## src/rtl/wb_io_arbiter.sv

```systemverilog
// Two-master Wishbone B4 arbiter in front of the IO bus decoder: round-robin grant held for the
// winner's whole CYC, plus a watchdog that ends hung strobes with ERR.
module wb_io_arbiter #(
    parameter int unsigned TIMEOUT = 255,
    parameter int unsigned CNT_W   = 8
) (
    input  logic        wb_clk_i,
    input  logic        wb_rst_i,

    input  logic [31:0] wbm0_adr_i,
    input  logic [31:0] wbm0_dat_i,
    input  logic [3:0]  wbm0_sel_i,
    input  logic        wbm0_we_i,
    input  logic        wbm0_cyc_i,
    input  logic        wbm0_stb_i,
    input  logic [2:0]  wbm0_cti_i,
    input  logic [1:0]  wbm0_bte_i,
    output logic [31:0] wbm0_dat_o,
    output logic        wbm0_ack_o,
    output logic        wbm0_err_o,
    output logic        wbm0_rty_o,

    input  logic [31:0] wbm1_adr_i,
    input  logic [31:0] wbm1_dat_i,
    input  logic [3:0]  wbm1_sel_i,
    input  logic        wbm1_we_i,
    input  logic        wbm1_cyc_i,
    input  logic        wbm1_stb_i,
    input  logic [2:0]  wbm1_cti_i,
    input  logic [1:0]  wbm1_bte_i,
    output logic [31:0] wbm1_dat_o,
    output logic        wbm1_ack_o,
    output logic        wbm1_err_o,
    output logic        wbm1_rty_o,

    output logic [31:0] wbs_adr_o,
    output logic [31:0] wbs_dat_o,
    output logic [3:0]  wbs_sel_o,
    output logic        wbs_we_o,
    output logic        wbs_cyc_o,
    output logic        wbs_stb_o,
    output logic [2:0]  wbs_cti_o,
    output logic [1:0]  wbs_bte_o,
    input  logic [31:0] wbs_dat_i,
    input  logic        wbs_ack_i,
    input  logic        wbs_err_i,
    input  logic        wbs_rty_i,

    output logic [1:0]  grant_o,
    output logic        timeout_o
);

    localparam bit WdogEn = (TIMEOUT != 0);
    localparam logic [CNT_W-1:0] FireAt = CNT_W'(WdogEn ? TIMEOUT - 1 : 0);

    typedef enum logic {
        StIdle,
        StBusy
    } state_e;

    state_e           state;
    logic [1:0]       grant;
    logic             last;
    logic [CNT_W-1:0] wdog;

    logic busy;
    logic sel_cyc;
    logic sel_stb;
    logic slave_resp;
    logic fire;

    assign busy       = (state == StBusy);
    assign sel_cyc    = grant[1] ? wbm1_cyc_i : wbm0_cyc_i;
    assign sel_stb    = grant[1] ? wbm1_stb_i : wbm0_stb_i;
    assign slave_resp = wbs_ack_i | wbs_err_i | wbs_rty_i;
    // A slave response in the would-be firing cycle wins over the watchdog.
    assign fire       = WdogEn && busy && sel_cyc && sel_stb && !slave_resp && (wdog == FireAt);

    always_ff @(posedge wb_clk_i) begin
        if (wb_rst_i) begin
            state <= StIdle;
            grant <= 2'b00;
            last  <= 1'b1;
            wdog  <= '0;
        end else begin
            case (state)
                StIdle: begin
                    wdog <= '0;
                    if (wbm0_cyc_i && (!wbm1_cyc_i || last)) begin
                        grant <= 2'b01;
                        state <= StBusy;
                    end else if (wbm1_cyc_i) begin
                        grant <= 2'b10;
                        state <= StBusy;
                    end
                end
                StBusy: begin
                    if (!sel_cyc) begin
                        state <= StIdle;
                        grant <= 2'b00;
                        last  <= grant[1];
                        wdog  <= '0;
                    end else if (WdogEn && sel_stb && !slave_resp && !fire) begin
                        wdog <= wdog + 1'b1;
                    end else begin
                        wdog <= '0;
                    end
                end
                default: begin
                    state <= StIdle;
                    grant <= 2'b00;
                    wdog  <= '0;
                end
            endcase
        end
    end

    always_comb begin
        wbs_adr_o = grant[1] ? wbm1_adr_i : wbm0_adr_i;
        wbs_dat_o = grant[1] ? wbm1_dat_i : wbm0_dat_i;
        wbs_sel_o = grant[1] ? wbm1_sel_i : wbm0_sel_i;
        wbs_we_o  = grant[1] ? wbm1_we_i  : wbm0_we_i;
        wbs_cti_o = grant[1] ? wbm1_cti_i : wbm0_cti_i;
        wbs_bte_o = grant[1] ? wbm1_bte_i : wbm0_bte_i;
        wbs_cyc_o = busy && sel_cyc && !fire;
        wbs_stb_o = busy && sel_stb && !fire;
    end

    always_comb begin
        wbm0_dat_o = wbs_dat_i;
        wbm1_dat_o = wbs_dat_i;
        wbm0_ack_o = grant[0] & wbs_ack_i;
        wbm1_ack_o = grant[1] & wbs_ack_i;
        wbm0_err_o = grant[0] & (wbs_err_i | fire);
        wbm1_err_o = grant[1] & (wbs_err_i | fire);
        wbm0_rty_o = grant[0] & wbs_rty_i;
        wbm1_rty_o = grant[1] & wbs_rty_i;
    end

    assign grant_o   = grant;
    assign timeout_o = fire;

endmodule
```

## config.mk

```make
export PLATFORM = sky130hd
export DESIGN_NAME = wb_io_arbiter
export DESIGN_NICKNAME = d
export VERILOG_FILES = /design/src/rtl/wb_io_arbiter.sv
export SDC_FILE = /design/constraint.sdc
export NUM_CORES = 1
export LEC_CHECK = 0
export BUFFER_PORTS_ARGS = -buffer_cell sky130_fd_sc_hd__clkbuf_2
export CAP_MARGIN = 20
export CORE_AREA = 3 3 132 134
export CTS_BUF_LIST = sky130_fd_sc_hd__clkbuf_8 sky130_fd_sc_hd__clkbuf_16
export DETAILED_ROUTE_END_ITERATION = 10
export DIE_AREA = 0 0 135 137
export GPL_ROUTABILITY_DRIVEN = 0
export PLACE_DENSITY = 0.41
export RECOVER_POWER = 25
export SETUP_SLACK_MARGIN = 0.05
export SYNTH_ARGS = -nofsm -noshare
export SYNTH_HDL_FRONTEND = slang
export SYNTH_SLANG_ARGS = --single-unit
export TNS_END_PERCENT = 10
```

## constraint.sdc

```tcl
create_clock -name wb_clk_i -period 3.8 [get_ports wb_clk_i]
set_input_delay 0.19 -clock wb_clk_i [delete_from_list [all_inputs] [get_ports wb_clk_i]]
set_output_delay 0.19 -clock wb_clk_i [all_outputs]
set_load 0.005 [all_outputs]
```

==> results of run 1 <==
==> how the worst min path moves through the flow <==
stage | to | slack [ns] | cells after the start
floorplan | grant_o[0] | 0.26 | 1
global placement | wbm0_dat_o[27] | 0.38 | 0
detailed placement | wbm0_dat_o[27] | 0.38 | 0
CTS | grant_o[1] | 0.18 | 2
global route | grant_o[1] | 0.20 | 2
finish | grant_o[1] | 0.18 | 2
==> through the flow <==
stage                     hold WS [ns]  utilization (%)
final                            0.176             19.0
after global routing             0.200             19.0
after CTS                        0.183             19.0
after detailed placement         0.380             18.4
after global placement           0.380             18.4
after floorplan                  0.259                -
==> routing by layer <==
metal	global-route usage [%]	share of wire, %	up-vias
li1	-	-	1075
met1	9.01	40	983
met2	12.1	49	149
met3	1.88	11	19
met4	1.85	1.3	0
met5	0	0	-
==> final cells by class <==
cell class,instances,area (um2)
Sequential cell,12,244
Tap cell,220,275
Inverter,6,22.5
Fill cell,1829,13300
Clock buffer,4,88.8
Multi-Input combinational cell,134,1270
Timing Repair Buffer,242,1210
==> cell families (layout without fill, tap and decap cells) <==
kind of cell | count (synthesis) | count (layout) | share of synthesized area [%]
compound gates | 16 | 16 | 6.64
xor+xnor | 3 | 3 | 1.27
fa+ha+maj | 2 | 2 | 1.21
buf+inv | 81 | 252 | 27.1
flops | 12 | 12 | 11.6
mux | 76 | 76 | 41.5
simple gates | 37 | 37 | 10.7
==> sequential cells by signal (all words and copies together) (netlist names) <==
register and flops:
wdog 8, grant_o 2, busy 1, last 1
==> cell usage in the layout, fill, tap and decap left out, types with 2 or more instances in the layout <==
cell,netlist,layout
o21ai_0,4,4
nor2_1,3,3
or3_1,3,3
mux2_2,75,75
nor3_2,2,2
xor2_1,2,2
inv_1,6,6
ha_1,2,2
a211oi_2,3,3
clkbuf_2,0,241
nor3_1,6,6
nor2b_1,2,2
clkbuf_16,0,3
nand2_1,6,6
nand3_1,6,6
nand2b_1,2,2
and2_1,4,4
a21oi_1,2,2
dfxtp_1,12,11
==> power breakdown <==
group | switching (mW) | internal (mW) | leakage (nW)
sequential | 0.0140 | 0.130 | 0.0983
combinational | 0.111 | 0.181 | 1.43
clock | 0.0569 | 0.159 | 0.0442
total | 0.182 | 0.470 | 1.57
==> worst max-delay path, cell delays in order (launching register included) <==
cell and delay (ns):
dfxtp_4 0.62, buf_4 0.58, inv_1 0.13, o41ai_1 0.38, clkbuf_2 0.18
==> metrics, run 1 <==
cell area after layout approximately 3100 um2; average size of a mapped cell roughly 9 um2; Routed WL approximately 7900 um; Post-synth EDFFs 0; layout cells sized above 1 between 80% and 90%; fmax 0.430 GHz; hold crit path type in2reg; Clock Latency Late Sink approximately 0.24 ns; Critical Path Source grant_o[1]; CTS H-tree depth 1; die area between 15000 and 20000 um2; DRC viols 0; Initial Util approximately 13%; Peak VDD IR approximately 160 uV; commonest cells in the netlist 75 x mux2_2, 66 x buf_4, 12 x dfxtp_1, 8 x buf_2; leakage between 1.5 and 2 nW; most common cell in the synthesized netlist mux2_2; Worst Path Arrival ~2.1 ns; Netlist cell types 32; Syn Nets ~420; Nets just under 600; status complete, no violations; Finished Layout Cells around 620; Synth area leaders mux2_2 41%, buf_4 24%, dfxtp_1 12%; TritonCTS Sinks 12; routed len/inst 12.7 um; async set-reset flop share out of synthesis 0%; reg2reg setup slack roughly 2.2 ns; DR iter-0 viols 48; Crit path required time around 3.6 ns; drt first pass iters 4; CP Launch Type flop; DR vias 2226; Rel. slew slack between 60% and 70%; Clock Skew roughly 0.00052 ns; Most used DFF post-synth dfxtp_1; clk buf depth 2; Setup Crit Path Kind reg2out; vias per cell around 3.6; placed insts about 610; RSZ-0062 raised after global routing no; flop and latch count out of synthesis 12; CTS Hold Bufs 0; final cycle utilization of the critical path 61.2%; final hold vios 0; CTS clk-pin slew, worst paths 0.04 ns; sequential share of the synthesized area a little under an eighth; Die Wd 135 um; initial antenna violation count 0; Setup WS pre-CTS roughly 1.7 ns; vias in the first global route 2155; Antenna diodes 0; CTS tree done; Total Power approximately 0.65 mW; final count of pins violating max slew 0; Setup TNS Final 0 ns; maximum fanout along the worst path 48; first-pass GRT wire length 10800 um; cells on worst reg2reg path 3; placed cell area about 3000 um2; reg2reg end wdog[6]; largest net degree at the start of global routing around 50; post-synth top area cell mux2_2; reg-to-reg critical path startpoint grant_o[1]; cts repair resizes 0; Synth top area share between 40% and 50%; endpoint type of the worst setup path primary output; Syn Std Cell Area 2070 um2; Critical Path End wbm1_err_o; final setup margin approximately 1.5 ns; antenna viol nets, final 0; Remaining Overflow, GRT 0; Buffers on Ports 241; Max-Cap Viols 0; Cells after Synth 227; die height 137 um; Final min period 2.33 ns; total core area 16400 um2; HPWL after DPL just under 7000 um; Yosys warnings 0; Final Setup Violations 0; Root Driver clkbuf_16; Worst-Margin Slew around 0.59 ns; CTS buffer count 3; # IOs 338; Post-CTS Setup Bufs 0; pwr dens between 200 and 250 nW/um2; Total GRT Usage 7.15%; P&R area growth vs syn 50.3%; hold path start wb_rst_i; num rows 47
Power figures use the tool's default switching activity.
==> inputs of run 2 (changes only) <==
Settings changed: ABC_AREA set to 1, CORE_AREA 3 3 132 134 to 3 3 129 131, DIE_AREA 0 0 135 137 to 0 0 132 134, PLACE_DENSITY 0.41 to 0.45.
Clock period 3.8 ns to 1.9 ns, I/O delays scaled along.
==> metrics, run 2 <==
layout cells sized above 1 44.7% (-39 points); most common cell after layout, fill and taps aside nand2_1; drt first pass iters 4 (unchanged); maximum fanout along the worst path 29 (-40%); Final min period between 1.5 and 2 ns; Rel. slew slack 66.5% (+5.8 points); RSZ-0062 raised after global routing no; Final Setup Violations 0 (unchanged); Synth area leaders nand2_1 44%, buf_4 23%, dfxtp_1 11%; Clock Latency Late Sink 0.24 ns (about the same); Biggest register wdog; Cells after Synth 407 (+79%); Root Driver clkbuf_16; CP Launch Type flop; async set-reset flop share out of synthesis 0% (unchanged); Top delay family on crit path simple AND/OR/NAND/NOR gates; most frequent cells in the layout 245 x nand2_1, 241 x clkbuf_2, 22 x inv_1; Nets 766 (+30%); Max-Cap Viols 0 (unchanged); commonest cells in the netlist 245 x nand2_1, 64 x buf_4, 22 x inv_1, 15 x nor2_1, 12 x dfxtp_1; antenna viol nets, final 0 (unchanged); CTS clk-pin slew, worst paths 0.04 ns (about the same); Die Wd 132 um (-2.2%); DRC viols 0 (unchanged); vias in the first global route 2568 (+19%); max reg flops 8 (unchanged); Finished Layout Cells 789 (+28%); Setup Crit Path Kind reg2out; Post-CTS Setup Bufs 0 (unchanged); placed cell area 3050 um2 (+0.62%); flop and latch count out of synthesis 12 (unchanged); most common cell in the synthesized netlist nand2_1; Buffers on Ports 241 (unchanged); first-pass GRT wire length 12700 um (+17%); Remaining Overflow, GRT 0 (unchanged); routed len/inst 10.7 um (-16%); P_int 0.853 mW (+82%); pwr dens 422 nW/um2 (+100%); hold crit path type in2reg; final count of pins violating max slew 0 (unchanged); Netlist cell types 25 (-22%); Antenna diodes 0 (unchanged); Most used DFF post-synth dfxtp_1; CTS tree done; sequential share of the synthesized area 11.5% (-0.13 points); Fillers 1832 (+0.16%); critical-path cell list inv_6 > nor2_1 > nor2_2 > nand3_1 > a21oi_1 > clkbuf_2; final hold vios 0 (unchanged); fmax about 0.62 GHz; placed insts 786 (+28%); Setup TNS Final 0 ns (unchanged); status complete, no violations; final cycle utilization of the critical path 85.4%; clk buf depth 2 (unchanged); TritonCTS Sinks 12 (unchanged); # IOs 338 (unchanged); Sequential Power Share 20.6% (-1.5 points); num rows 46 (-2.1%); total core area 15700 um2 (-4.2%); Worst Path Arrival 1.53 ns (-0.61 ns); cell area after layout 3120 um2 (+0.24%); Crit-path slowest cell dfxtp_2; Crit path largest cell delay 0.36 ns (-0.26 ns); die height 134 um (-2.2%); DR iter-0 viols 81 (+69%); Total GRT Usage 8.67% (+1.5 points); switching power total 0.463 mW (+150%); Crit path required time 1.80 ns (-1.81 ns); Yosys warnings 0 (unchanged); die area 17700 um2 (-4.4%); cts repair resizes 0 (unchanged); Worst-Margin Slew 0.503 ns (-0.0869 ns); Gate power share 50.2% (+5.5 points); initial antenna violation count 0 (unchanged); average size of a mapped cell 5.15 um2 (-44%); clock power share 29.3% (-3.8 points); Syn Nets 598 (+43%); DR vias 2789 (+25%); CTS buffer count 3 (unchanged); Peak VDD IR 220 uV (+34%); Syn Std Cell Area 2100 um2 (+1.1%); leakage 2.06 nW (+31%); CTS H-tree depth 1 (unchanged); Initial Util 13.3% (+0.71 points); Post-synth EDFFs 0 (unchanged); Total Power 1.32 mW (+100%); CTS Hold Bufs 0 (unchanged); P&R area growth vs syn 48.9%; endpoint type of the worst setup path primary output; Clock Skew 0.00378 ns (+0.00326 ns); largest net degree at the start of global routing 51 (+4.1%); vias per cell 3.53 (-1.9%); Buffers & Inverters on Critical Path 2 (-1); switching part of the total 35.2% (+7.3 points); post-synth top area cell nand2_1; Synth top area share 43.9% (+3.1 points); Routed WL 8470 um (+7.5%); HPWL after DPL 7360 um (+6.1%)
==> run 2: cell types whose count changed in the layout (fill, tap and decap cells not counted), moves of 6 or more <==
cell | previous run | this run
inv_1 | 6 | 22
nor3_1 | 6 | 0
nand2_1 | 6 | 245
mux2_2 | 75 | 0
nor2_1 | 3 | 15
==> run 2: final timing paths <==
path / start / to / slack, ns / cells after the start
max: grant_o[1] / wbm1_err_o / 0.28 / 6
min: wb_rst_i / grant_o[1] / 0.13 / 2
max reg2reg: grant_o[1] / wdog[0] / 0.66 / 7
min reg2reg: wdog[0] / wdog[0] / 0.46 / 1
==> run 2: per-layer routing <==
layer | wire (um) | share of wire [%] | vias to the layer above | global-route usage [%]
met2 | 4220 | 50 | 183 | 15.8
li1 | - | - | 1474 | -
met3 | 888 | 10 | 14 | 2.89
met4 | 136 | 1.6 | 0 | 1.52
met5 | 0 | 0 | - | 0
met1 | 3220 | 38 | 1118 | 10.0
==> run 2: metrics by stage <==
step | worst slack [ns] | hold slack [ns] | utilization [%]
floorplan | 0.804 | 0.164 | -
global placement | 0.456 | 0.190 | 19.4
detailed placement | 0.461 | 0.190 | 19.4
CTS | 0.196 | 0.117 | 19.9
global route | 0.0722 | 0.134 | 19.9
finish | 0.277 | 0.126 | 19.9
==> run 2: power by group through the flow <==
stage	clock, mW	combinational (mW)	sequential, mW
detailed placement	0	0.669	0.275
floorplan	0	0.397	0.270
global placement	0	0.677	0.275
finish	0.385	0.660	0.271
CTS	0.393	0.673	0.270
global route	0.406	0.755	0.272
==> run 2: cells by family after synthesis <==
family,count (synthesis),share of synthesized area [%]
simple gates,278,52.7
buf+inv,104,31.1
compound gates,7,1.79
xor+xnor,4,1.67
fa+ha+maj,2,1.19
flops,12,11.5
==> run 2: worst register-to-register path, delay by kind of cell, from the launching register on <==
family	cells	cell delay [ns]
AND/OR/NAND/NOR	6	0.62
flip-flops	1	0.36
buffers and inverters	1	0.19
==> run 2: cell type report <==
cell class	count	area, um2	share of cell area [%]
repair buffers	244	1240	39.7
multi-input cells	291	1200	38.5
well taps	216	270	8.65
flip-flops and latches	12	241	7.73
inverters	23	91.3	2.92
clock buffers	3	75.1	2.40
==> inputs of run 3 (changes only) <==
Settings changed: PLACE_DENSITY 0.45 to not set, PLACE_DENSITY_LB_ADDON set to 0.12.
==> metrics, run 3 (synthesis gave the netlist of run 2 again) <==
status complete, no violations; pwr dens 436 nW/um2 (+3.4%); P_int 0.894 mW (+4.8%); Remaining Overflow, GRT 0 (unchanged); cells on worst reg2reg path 7 (unchanged); TritonCTS Sinks 12 (unchanged); CP dominant cell by count nand2_1; cts repair resizes 0 (unchanged); Max-Cap Viols 0 (unchanged); Rel. slew slack 65.0% (-1.5 points); reg2reg setup slack 0.70 ns (+0.04 ns); Gate power share 49.1% (-1.1 points); HPWL after DPL 8210 um (+12%); reg-to-reg critical path startpoint wdog[0]; Routed WL 9480 um (+12%); Final Setup Violations 0 (unchanged); total core area 15700 um2 (unchanged); final hold vios 0 (unchanged); maximum fanout along the worst path 49 (+69%); CTS tree done; Buffers on Ports 241 (unchanged); Critical Path End wbs_we_o; Biggest register wdog; Buffers & Inverters on Critical Path 2 (unchanged); hold depth 2 (unchanged); Crit path required time 1.80 ns (about the same); critical-path cell list buf_4 > nand2_1 > nand2_1 > clkbuf_2; die height 134 um (unchanged); drt first pass iters 4 (unchanged); layout cells sized above 1 44.9% (+0.19 points); most common cell after layout, fill and taps aside nand2_1; Root Driver clkbuf_16; Setup TNS Final 0 ns (unchanged); CP Launch Type flop; max reg flops 8 (unchanged); first-pass GRT wire length 14200 um (+12%); largest net degree at the start of global routing 52 (+2.0%); initial antenna violation count 0 (unchanged); Worst Path Arrival 1.55 ns (+0.02 ns); Antenna diodes 0 (unchanged); clock power share 31.0% (+1.7 points); most frequent cells in the layout 245 x nand2_1, 241 x clkbuf_2, 22 x inv_1; Sequential Power Share 19.9% (-0.7 points); num rows 46 (unchanged); Clock Skew 0.000890 ns (-0.00289 ns); final count of pins violating max slew 0 (unchanged); final cycle utilization of the critical path 86.8% (+1.4 points); routed len/inst 12.0 um (+12%); endpoint type of the worst setup path primary output; CTS H-tree depth 1 (unchanged); Critical Path Source grant_o[1]; CTS buffer count 3 (unchanged); DR iter-0 viols 89 (+9.9%); Nets 767 (+0.13%); DR vias 2825 (+1.3%); RSZ-0062 raised after global routing no; P&R area growth vs syn 49.2%; leakage 2.07 nW (+0.24%); Post-CTS Setup Bufs 0 (unchanged); switching part of the total 34.4% (-0.73 points); Setup Crit Path Kind reg2out; Total Power 1.36 mW (+3.6%); # IOs 338 (unchanged); hold crit path type in2reg; Clock Latency Late Sink 0.24 ns (about the same); reg2reg end wdog[1]; CTS Hold Bufs 0 (unchanged); Die Wd 132 um (unchanged); vias per cell 3.57 (+1.0%); Total GRT Usage 9.64% (+0.97 points); Peak VDD IR 287 uV (+31%); Crit-path slowest cell buf_4; DRC viols 0 (unchanged); fmax 0.606 GHz (-1.6%); switching power total 0.470 mW (+1.5%); antenna viol nets, final 0 (unchanged); Initial Util 13.3% (unchanged); Final min period 1.65 ns (+0.0271 ns); Worst path depth 4 (-2); die area 17700 um2 (unchanged); CTS clk-pin slew, worst paths 0.04 ns (about the same); clk buf depth 2 (unchanged); Crit path largest cell delay 0.46 ns (+0.10 ns); Top delay family on crit path buffers and inverters; vias in the first global route 2745 (+6.9%); Worst-Margin Slew 0.525 ns (+0.0219 ns)
-- run 3: changes by cell type in the layout (fill, tap and decap cells not counted) --
cell / change
buf_12: -1
buf_4: +2
clkbuf_8: +1
inv_4: +1
inv_6: -1
-- run 3: cell type report --
type / instances / area [um2]
well taps: 216 / 270
flip-flops and latches: 12 / 241
inverters: 23 / 88.8
repair buffers: 245 / 1240
clock buffers: 4 / 88.8
fillers: 1858 / 12600
multi-input cells: 291 / 1200
-- run 3: how the worst min path moves through the flow --
stage / from / end / slack, ns
floorplan: wb_rst_i / grant_o[0] / 0.16
global placement: wbs_dat_i[27] / wbm0_dat_o[27] / 0.19
detailed placement: wbs_dat_i[27] / wbm0_dat_o[27] / 0.19
CTS: wb_rst_i / grant_o[1] / 0.13
global route: wb_rst_i / grant_o[1] / 0.13
finish: wb_rst_i / grant_o[1] / 0.13
-- run 3: per-stage QoR --
step                      hold slack (ns)  worst slack [ns]  utilization (%)  std cells  instance area (um2)
after CTS                           0.126             0.227             19.9        791                 3130
after detailed placement            0.190             0.479             19.4        787                 3040
final                               0.125             0.250             19.9        791                 3130
after global routing                0.133             0.136             19.9        791                 3130
after floorplan                     0.164             0.804                -        407                 2100
after global placement              0.190             0.501             19.4        787                 3040
-- run 3: layer usage --
metal  GRT usage, %  share of wire (%)  vias up
li1               -                  -     1479
met1           10.8                 38     1155
met2           18.4                 51      181
met3           2.96                 10       10
met4           1.11               0.61        0
met5              0                  0        -
-- run 3: power by group through the flow --
stage | clock (mW) | combinational [mW] | sequential, mW
after floorplan | 0 | 0.397 | 0.270
after global placement | 0 | 0.686 | 0.275
after detailed placement | 0 | 0.684 | 0.275
after CTS | 0.429 | 0.687 | 0.271
after global routing | 0.447 | 0.764 | 0.272
final | 0.423 | 0.670 | 0.271
